File: src/rtl/fetch_pkg.sv
// Shared types and constants for the instruction fetch sequencer.
package fetch_pkg;

   // Sequencer states: issue a request, wait for its response, hold the
   // instruction for decode, or swallow a response that a redirect made stale.
   typedef enum logic [1:0] {
      REQ     = 2'd0,
      WAIT    = 2'd1,
      HOLD    = 2'd2,
      DISCARD = 2'd3
   } fetch_state_e;

   localparam int unsigned INST_BYTES_DEF = 4;
   localparam logic [31:0] RESET_PC_DEF   = 32'h0000_0000;

   // Low address bits cleared on every redirect target (word alignment).
   localparam logic [31:0] ALIGN_LOW_MASK = 32'h0000_0003;

endpackage

File: src/rtl/fetch_if.sv
// Fetch-side bundle: redirect input, instruction-memory request/response
// and the instruction handshake towards decode.
//
// Handshake rule for both *_valid/*_ready pairs: a transfer happens in a cycle
// where valid and ready are both high at the rising clock edge; once valid is
// raised the payload stays stable until that transfer, except that a redirect
// may withdraw a pending instruction or retarget a request that was not yet
// accepted (the request address is only sampled at the transfer).
// imem_rsp_valid has no ready: it is a one-cycle pulse, one or more cycles
// after the request was accepted.
interface fetch_if #(
   parameter int DATA_WIDTH = 32
);
   logic                  redirect_valid;
   logic [DATA_WIDTH-1:0] redirect_target;

   logic                  imem_req_valid;
   logic                  imem_req_ready;
   logic [DATA_WIDTH-1:0] imem_req_addr;
   logic                  imem_rsp_valid;
   logic [DATA_WIDTH-1:0] imem_rsp_data;

   logic                  inst_valid;
   logic                  inst_ready;
   logic [DATA_WIDTH-1:0] inst_data;
   logic [DATA_WIDTH-1:0] inst_pc;

   // Sequencer side.
   modport master (
      input  redirect_valid, redirect_target,
      input  imem_req_ready, imem_rsp_valid, imem_rsp_data,
      input  inst_ready,
      output imem_req_valid, imem_req_addr,
      output inst_valid, inst_data, inst_pc
   );

   // Environment side: memory, decode and branch unit.
   modport slave (
      output redirect_valid, redirect_target,
      output imem_req_ready, imem_rsp_valid, imem_rsp_data,
      output inst_ready,
      input  imem_req_valid, imem_req_addr,
      input  inst_valid, inst_data, inst_pc
   );

endinterface

File: src/rtl/fetch_sequencer.sv
// Program counter and fetch handshake controller. One fetch in flight at a
// time; each returned word is held for decode together with its PC. Redirects
// take effect in any state and poison any response still in flight.
module fetch_sequencer
   import fetch_pkg::*;
#(
   parameter int                    DATA_WIDTH = 32,
   parameter logic [DATA_WIDTH-1:0] RESET_PC   = DATA_WIDTH'(RESET_PC_DEF),
   parameter int                    INST_BYTES = INST_BYTES_DEF
) (
   input  logic                  clk,
   input  logic                  rst,
   fetch_if.master               bus,
   output logic [DATA_WIDTH-1:0] pc,
   output logic [DATA_WIDTH-1:0] fetch_count,
   output fetch_state_e          dbg_state
);

   localparam logic [1:0] ST_REQ     = REQ;
   localparam logic [1:0] ST_WAIT    = WAIT;
   localparam logic [1:0] ST_HOLD    = HOLD;
   localparam logic [1:0] ST_DISCARD = DISCARD;

   logic [1:0]            state_q;
   logic [DATA_WIDTH-1:0] pc_q;
   logic [DATA_WIDTH-1:0] inst_data_q;
   logic [DATA_WIDTH-1:0] inst_pc_q;
   logic [DATA_WIDTH-1:0] count_q;

   logic [DATA_WIDTH-1:0] target;
   logic [DATA_WIDTH-1:0] pc_seq;

   assign target = bus.redirect_target & ~DATA_WIDTH'(ALIGN_LOW_MASK);
   assign pc_seq = pc_q + DATA_WIDTH'(INST_BYTES);

   // Outputs are pure state/register decode; the request is held off during reset.
   assign bus.imem_req_valid = (state_q == ST_REQ) && !rst;
   assign bus.imem_req_addr  = pc_q;
   assign bus.inst_valid     = (state_q == ST_HOLD);
   assign bus.inst_data      = inst_data_q;
   assign bus.inst_pc        = inst_pc_q;
   assign pc                 = pc_q;
   assign fetch_count        = count_q;
   assign dbg_state          = fetch_state_e'(state_q);

   // Sequencer state, PC, holding register and delivery counter; a redirect
   // always overrides the sequential PC update.
   always_ff @(posedge clk) begin
      if (rst) begin
         state_q     <= ST_REQ;
         pc_q        <= RESET_PC;
         inst_data_q <= '0;
         inst_pc_q   <= '0;
         count_q     <= '0;
      end else begin
         case (state_q)
            ST_REQ: begin
               if (bus.redirect_valid) begin
                  pc_q    <= target;
                  // An accepted old-address request must still be drained.
                  state_q <= bus.imem_req_ready ? ST_DISCARD : ST_REQ;
               end else if (bus.imem_req_ready) begin
                  state_q <= ST_WAIT;
               end
            end
            ST_WAIT: begin
               if (bus.redirect_valid) begin
                  pc_q <= target;
                  // A response in the redirect cycle is simply dropped.
                  state_q <= bus.imem_rsp_valid ? ST_REQ : ST_DISCARD;
               end else if (bus.imem_rsp_valid) begin
                  inst_data_q <= bus.imem_rsp_data;
                  inst_pc_q   <= pc_q;
                  pc_q        <= pc_seq;
                  state_q     <= ST_HOLD;
               end
            end
            ST_HOLD: begin
               if (bus.inst_ready) begin
                  count_q <= count_q + DATA_WIDTH'(1);
               end
               if (bus.redirect_valid) begin
                  pc_q    <= target;
                  state_q <= ST_REQ;
               end else if (bus.inst_ready) begin
                  state_q <= ST_REQ;
               end
            end
            ST_DISCARD: begin
               if (bus.redirect_valid) begin
                  pc_q <= target;
               end
               if (bus.imem_rsp_valid) begin
                  state_q <= ST_REQ;
               end
            end
            default: state_q <= ST_REQ;
         endcase
      end
   end

endmodule

File: src/flat_wrapper.sv
// flat-port wrapper written by rule: the top's interface ports become plain ports
module fetch_sequencer_flat import fetch_pkg::*;
#(
   parameter int                    DATA_WIDTH = 32,
   parameter logic [DATA_WIDTH-1:0] RESET_PC   = DATA_WIDTH'(RESET_PC_DEF),
   parameter int                    INST_BYTES = INST_BYTES_DEF
)
  (clk, rst, pc, fetch_count, dbg_state, bus_redirect_valid, bus_redirect_target, bus_imem_req_ready, bus_imem_rsp_valid, bus_imem_rsp_data, bus_inst_ready, bus_imem_req_valid, bus_imem_req_addr, bus_inst_valid, bus_inst_data, bus_inst_pc);
  fetch_if #(.DATA_WIDTH(DATA_WIDTH)) bus_i ();
  input  logic clk;
  input  logic rst;
  output logic [DATA_WIDTH-1:0] pc;
  output logic [DATA_WIDTH-1:0] fetch_count;
  output fetch_state_e dbg_state;
  input wire logic [$bits(bus_i.redirect_valid)-1:0] bus_redirect_valid;
  input wire logic [$bits(bus_i.redirect_target)-1:0] bus_redirect_target;
  input wire logic [$bits(bus_i.imem_req_ready)-1:0] bus_imem_req_ready;
  input wire logic [$bits(bus_i.imem_rsp_valid)-1:0] bus_imem_rsp_valid;
  input wire logic [$bits(bus_i.imem_rsp_data)-1:0] bus_imem_rsp_data;
  input wire logic [$bits(bus_i.inst_ready)-1:0] bus_inst_ready;
  output wire logic [$bits(bus_i.imem_req_valid)-1:0] bus_imem_req_valid;
  output wire logic [$bits(bus_i.imem_req_addr)-1:0] bus_imem_req_addr;
  output wire logic [$bits(bus_i.inst_valid)-1:0] bus_inst_valid;
  output wire logic [$bits(bus_i.inst_data)-1:0] bus_inst_data;
  output wire logic [$bits(bus_i.inst_pc)-1:0] bus_inst_pc;
  assign bus_i.redirect_valid = bus_redirect_valid;
  assign bus_i.redirect_target = bus_redirect_target;
  assign bus_i.imem_req_ready = bus_imem_req_ready;
  assign bus_i.imem_rsp_valid = bus_imem_rsp_valid;
  assign bus_i.imem_rsp_data = bus_imem_rsp_data;
  assign bus_i.inst_ready = bus_inst_ready;
  assign bus_imem_req_valid = bus_i.imem_req_valid;
  assign bus_imem_req_addr = bus_i.imem_req_addr;
  assign bus_inst_valid = bus_i.inst_valid;
  assign bus_inst_data = bus_i.inst_data;
  assign bus_inst_pc = bus_i.inst_pc;
  fetch_sequencer #(.DATA_WIDTH(DATA_WIDTH), .RESET_PC(RESET_PC), .INST_BYTES(INST_BYTES)) u_core (.clk(clk), .rst(rst), .bus(bus_i), .pc(pc), .fetch_count(fetch_count), .dbg_state(dbg_state));
endmodule
File: config.mk
export PLATFORM = sky130hd
export DESIGN_NAME = fetch_sequencer_flat
export DESIGN_NICKNAME = d
export VERILOG_FILES = /design/src/rtl/fetch_pkg.sv /design/src/rtl/fetch_if.sv /design/src/rtl/fetch_sequencer.sv /design/src/flat_wrapper.sv
export SDC_FILE = /design/constraint.sdc
export NUM_CORES = 1
export LEC_CHECK = 0
export CAP_MARGIN = 10
export CORE_MARGIN = 5
export CORE_UTILIZATION = 31
export CTS_BUF_LIST = sky130_fd_sc_hd__clkbuf_8 sky130_fd_sc_hd__clkbuf_16
export CTS_CLUSTER_SIZE = 30
export DETAILED_ROUTE_END_ITERATION = 7
export SLEW_MARGIN = 10
export SYNTH_ARGS = -nofsm -noshare
export SYNTH_HDL_FRONTEND = slang
export SYNTH_SLANG_ARGS = --single-unit
File: constraint.sdc
create_clock -name clk -period 2.55 [get_ports clk]
set_input_delay 0.6375 -clock clk [delete_from_list [all_inputs] [get_ports clk]]
set_output_delay 0.6375 -clock clk [all_outputs]
set_load 0.05 [all_outputs]
Word-level counts from Yosys, hierarchy flattened --
Cells that the tools add are included. Widths: inputs -> output; s select.
Operators by class: add/subtract/negate cells 2, muxes and demuxes 14, equality and inequality tests 8, bitwise gates (word level) 1, multipliers 0, reductions and logical operators 8, order comparisons 0, shifts and indexed selects 0, div/mod/pow operators 0
Operators by type and width (count):
- $mux 32 | 3
- $pmux 32 s2 | 1
- $add 32x1->32 const B | 1
- $add 32x3->32 const B | 1
- $mux 2 | 9
- $ne 3x3->1 const B | 3
- $pmux 2 s4 | 1
- $eq 2x2->1 const B | 2
- $reduce_and 2->1 | 2
- $reduce_and 4->1 | 1
- $reduce_and 3->1 | 1
- $reduce_or 3->1 | 1
- $eq 2x1->1 const B | 1
- $logic_not 2->1 | 1
- $ne 2x1->1 const B | 1
- $ne 2x2->1 const B | 1
- $logic_and 1x1->1 | 1
- $logic_not 1->1 | 1
- $not 1->1 | 1
Word-level totals: memories kept 0, RAM bits 0, register bits after elaboration 130, bits of input ports 70, bits in latches 0, logic and storage cells 38, bits in read-only memories 0, output and inout bits 164

Longest topological paths before layout --
depth in word-level cells 4, gate-level depth with buffers 7, depth with buffers taken out 5

Worst setup path before layout --
OpenSTA, ideal clock, no wires.
path type input to output, from in rst, to out bus_imem_req_valid, stages 3, buffers on the path 2, path slack -0.195 ns, data required time 1.913 ns, arrival time 2.107 ns, cells stage by stage buf_1 -> clkbuf_1 -> nor3_1
On the way: cells in the longest elaborated chain, start to end 2
RTL lines:
- start: declaration | RTL line flat_wrapper.sv:11 | input logic rst;
- $logic_not 1->1 | RTL line fetch_sequencer.sv:37 | assign bus.imem_req_valid = (state_q == ST_REQ) && !rst;
- $logic_and 1x1->1 | RTL line fetch_sequencer.sv:37
- end: declaration | RTL line flat_wrapper.sv:21 | output wire logic [$bits(bus_i.imem_req_valid)-1:0] bus_imem_req_valid;
Every way passes these cells.

Worst setup path in the final report --
from reg u_core.pc_q[7], in the netlist u_core.bus.imem_req_addr[7], to out pc[7]
RTL lines:
- start: declaration | RTL line fetch_sequencer.sv:25 | logic [DATA_WIDTH-1:0] pc_q;
- start signal: assignment | RTL line fetch_sequencer.sv:59 | pc_q <= target;
- start signal: assignment | RTL line fetch_sequencer.sv:68 | pc_q <= target;
- start signal: assignment | RTL line fetch_sequencer.sv:74 | pc_q <= pc_seq;
- end: declaration | RTL line flat_wrapper.sv:12 | output logic [DATA_WIDTH-1:0] pc;
No word-level cell between the ends.

==> impl_metrics.ini <==
[clock_tree]
cts_root_buf = clkbuf_16
clkSlewWorstSetupHoldPaths_ps = 60
clock_latency_ps = 420
numCtsBuffers = 17
clk_path_buf_depth = 2
htreeDepth = 4
cts_resized = 0
cts_tree = built
cts_setup_buffers = 0
postCtsHoldBufs = 0
clkSinkCount = 126

[final_layout]
fin_area_um2 = 9164
regArea_um2 = 2522
multi_input_area_um2 = 3089
fill_cells = 1919
final_common_cell = clkdlybuf4s50_1
drive_gt1_share_pct = 11.38
nets = 1008
syn_to_final_growth_pct = 48.53
diodes = 0
layout_common_cells = 219 x clkdlybuf4s50_1, 148 x nand2_1, 126 x dfxtp_1

[sta]
finalSetupTns_ps = 0
slew-limit-headroom_pct = 62.29
post-route-period-util_pct = 96.69
worst_slew_pin_slew_ps = 563.9
maxClockFrequency_mhz = 405.6
finalSetupViolations = 0
finClkSkew_ps = 9.916
period_minus_slack_ps = 2466
rsz0062_at_grt = false
finalHoldViolations = 0
slew_viol_final = 0

[critical_path]
worstPathMaxFanout = 8
timing.rr.end = u_core.bus.imem_req_addr[12]
crit_start = u_core.bus.imem_req_addr[7]
ff2ff_setup_slack_ps = 440
end_kind = output port
cp.depth = 1
slowest_delay_ps = 880
crit_chain = clkdlybuf4s50_1
worst_path_dominant_cell_family = buffers and inverters
crit_end = pc[7]
r2r-start = u_core.bus.imem_req_addr[2]
cp.arrival_ps = 1830
cp_num_buf_inv = 1
critPathKind = flip-flop to output port
r2r_cells = 5
slowest_stage = clkdlybuf4s50_1
crit_required_ps = 1910
critPathLaunchType = flip-flop

[hold_path]
hp-class = flip-flop to flip-flop

[placement]
placed_area_um2 = 8534
port_buffers = 225
place_congestion = 0.7797
hpwl_um = 13830

[drt]
vias = 5840
avgRoutedWirePerCell_um = 15.81
antenna_left = 0
firstDrtPassIters = 4
drc = 0
drt_iter0_markers = 259
wirelength_um = 19190
via_per_inst = 4.811

[floorplan]
dieArea_um2 = 22820
row_count = 51
fp.dieW_um = 151.1
core_um2 = 19530
io_pins = 234
die_y_um = 151.1
initial_core_util_pct = 31.60

[run_status]
status = finished clean

[pwr]
power.leakage_uw = 0.003207
p_per_area_nw_per_um2 = 605.6
peakVddDrop_mv = 0.4213

[logic_synthesis]
synthesis.instances = 743
async_flop_share_pct = 0
synth-main-ff-cell = dfxtp_1
synth_seq_cells = 126
synth_edf_count = 0
syn-cell-area_um2 = 6170
ys_warn_count = 0
yosysUniqueCellTypes = 61
syn_area_per_cell_um2 = 8.304
ys_seq_area_share_pct = 40.88

[global_routing]
grt_pass1_wl_um = 30210
grt_max_degree = 64
grt_usage_pct = 16.65
overflow = 0
grt_pass1_vias = 5603
antenna_found_initial = 1

[job]
cap_violations = 0
[stage by stage]
stage | util [%] | hold WS [ps] | power (uW) | instances | worst slack (ps)
final | 46.93 | 450.5 | 5550 | 1214 | 84.48
after global routing | 46.93 | 468.0 | 5767 | 1214 | 0.7034
after CTS | 46.93 | 453.6 | 5635 | 1214 | 52.94
after detailed placement | 43.71 | 445.7 | 3038 | 1182 | 6.584
after global placement | 43.71 | 441.1 | 3035 | 1182 | 34.59
after floorplan | - | 671.7 | 2714 | 748 | 231.1
[cells by family after synthesis]
logic type               share of synthesized area (%)
AND/OR/NAND/NOR                                  29.49
multiplexers                                     2.535
adder cells (fa/ha/maj)                         0.4055
flip-flops                                       40.88
other                                          0.06078
buffers and inverters                            9.694
AO/OA/AOI/OAI                                    14.38
XOR/XNOR                                         2.555
[synthesized netlist by cell type (8+ instances only)]
master / number / area, um^2
a211oi_1: 17 / 127.6
nor4_1: 13 / 81.33
nor2b_1: 13 / 81.33
o31ai_1: 8 / 60.06
inv_1: 20 / 75.07
buf_2: 13 / 65.06
nor2_1: 53 / 198.9
nand2_1: 148 / 555.5
clkbuf_1: 23 / 86.33
xnor2_1: 11 / 96.34
nor3_1: 14 / 70.07
and4_1: 13 / 113.9
o21ai_0: 9 / 45.04
nand3_1: 18 / 90.09
nand4_1: 14 / 87.58
dfxtp_1: 126 / 2522
a21oi_1: 77 / 385.4
buf_4: 40 / 300.3
nor4_2: 9 / 112.6
[where the power goes]
| group | switching, uW | leakage, uW | total, uW | internal (uW) |
|---|---|---|---|---|
| clock network | 899 | 0.000306 | 2560 | 1660 |
| registers | 82.3 | 0.00102 | 2110 | 2020 |
| logic | 551 | 0.00188 | 883 | 332 |
[worst min path at each step]
| stage | from | end | slack [ps] | depth (start not counted) |
|---|---|---|---|---|
| 2_1_floorplan | u_core.bus.inst_data[31] | u_core.bus.inst_data[31] | 670 | 2 |
| 3_3_place_gp | u_core.bus.inst_data[23] | u_core.bus.inst_data[23] | 440 | 2 |
| 3_5_place_dp | u_core.bus.inst_data[4] | u_core.bus.inst_data[4] | 450 | 2 |
| 4_1_cts | u_core.bus.inst_data[4] | u_core.bus.inst_data[4] | 450 | 2 |
| 5_1_grt | u_core.bus.inst_data[13] | u_core.bus.inst_data[13] | 470 | 2 |
| 6_report | u_core.bus.inst_pc[17] | u_core.bus.inst_pc[17] | 450 | 2 |
[layout make-up]
type	count	area share, %
tap	265	3.618
inverter	21	0.8602
timing repair buffer	255	27.42
multi-input combinational	515	33.71
sequential	126	27.53
clock inverter	10	1.475
clock buffer	22	5.393
[registers in the layout, indices dropped and copies added (netlist names)]
register and count:
u_core.bus.inst_pc 30, u_core.fetch_count 32, u_core.dbg_state 2, u_core.bus.inst_data 32, u_core.bus.imem_req_addr 30
[metal layers]
layer,vias up,share of wire [%],wire (um),track usage [%]
met5,-,0.036,7,0
met4,2,1.6,300,5.077
met3,25,6.3,1210,4.518
met2,149,47,9007,26.37
met1,2713,45,8662,22.19
li1,2951,-,-,-
Power figures use the tool's default switching activity.
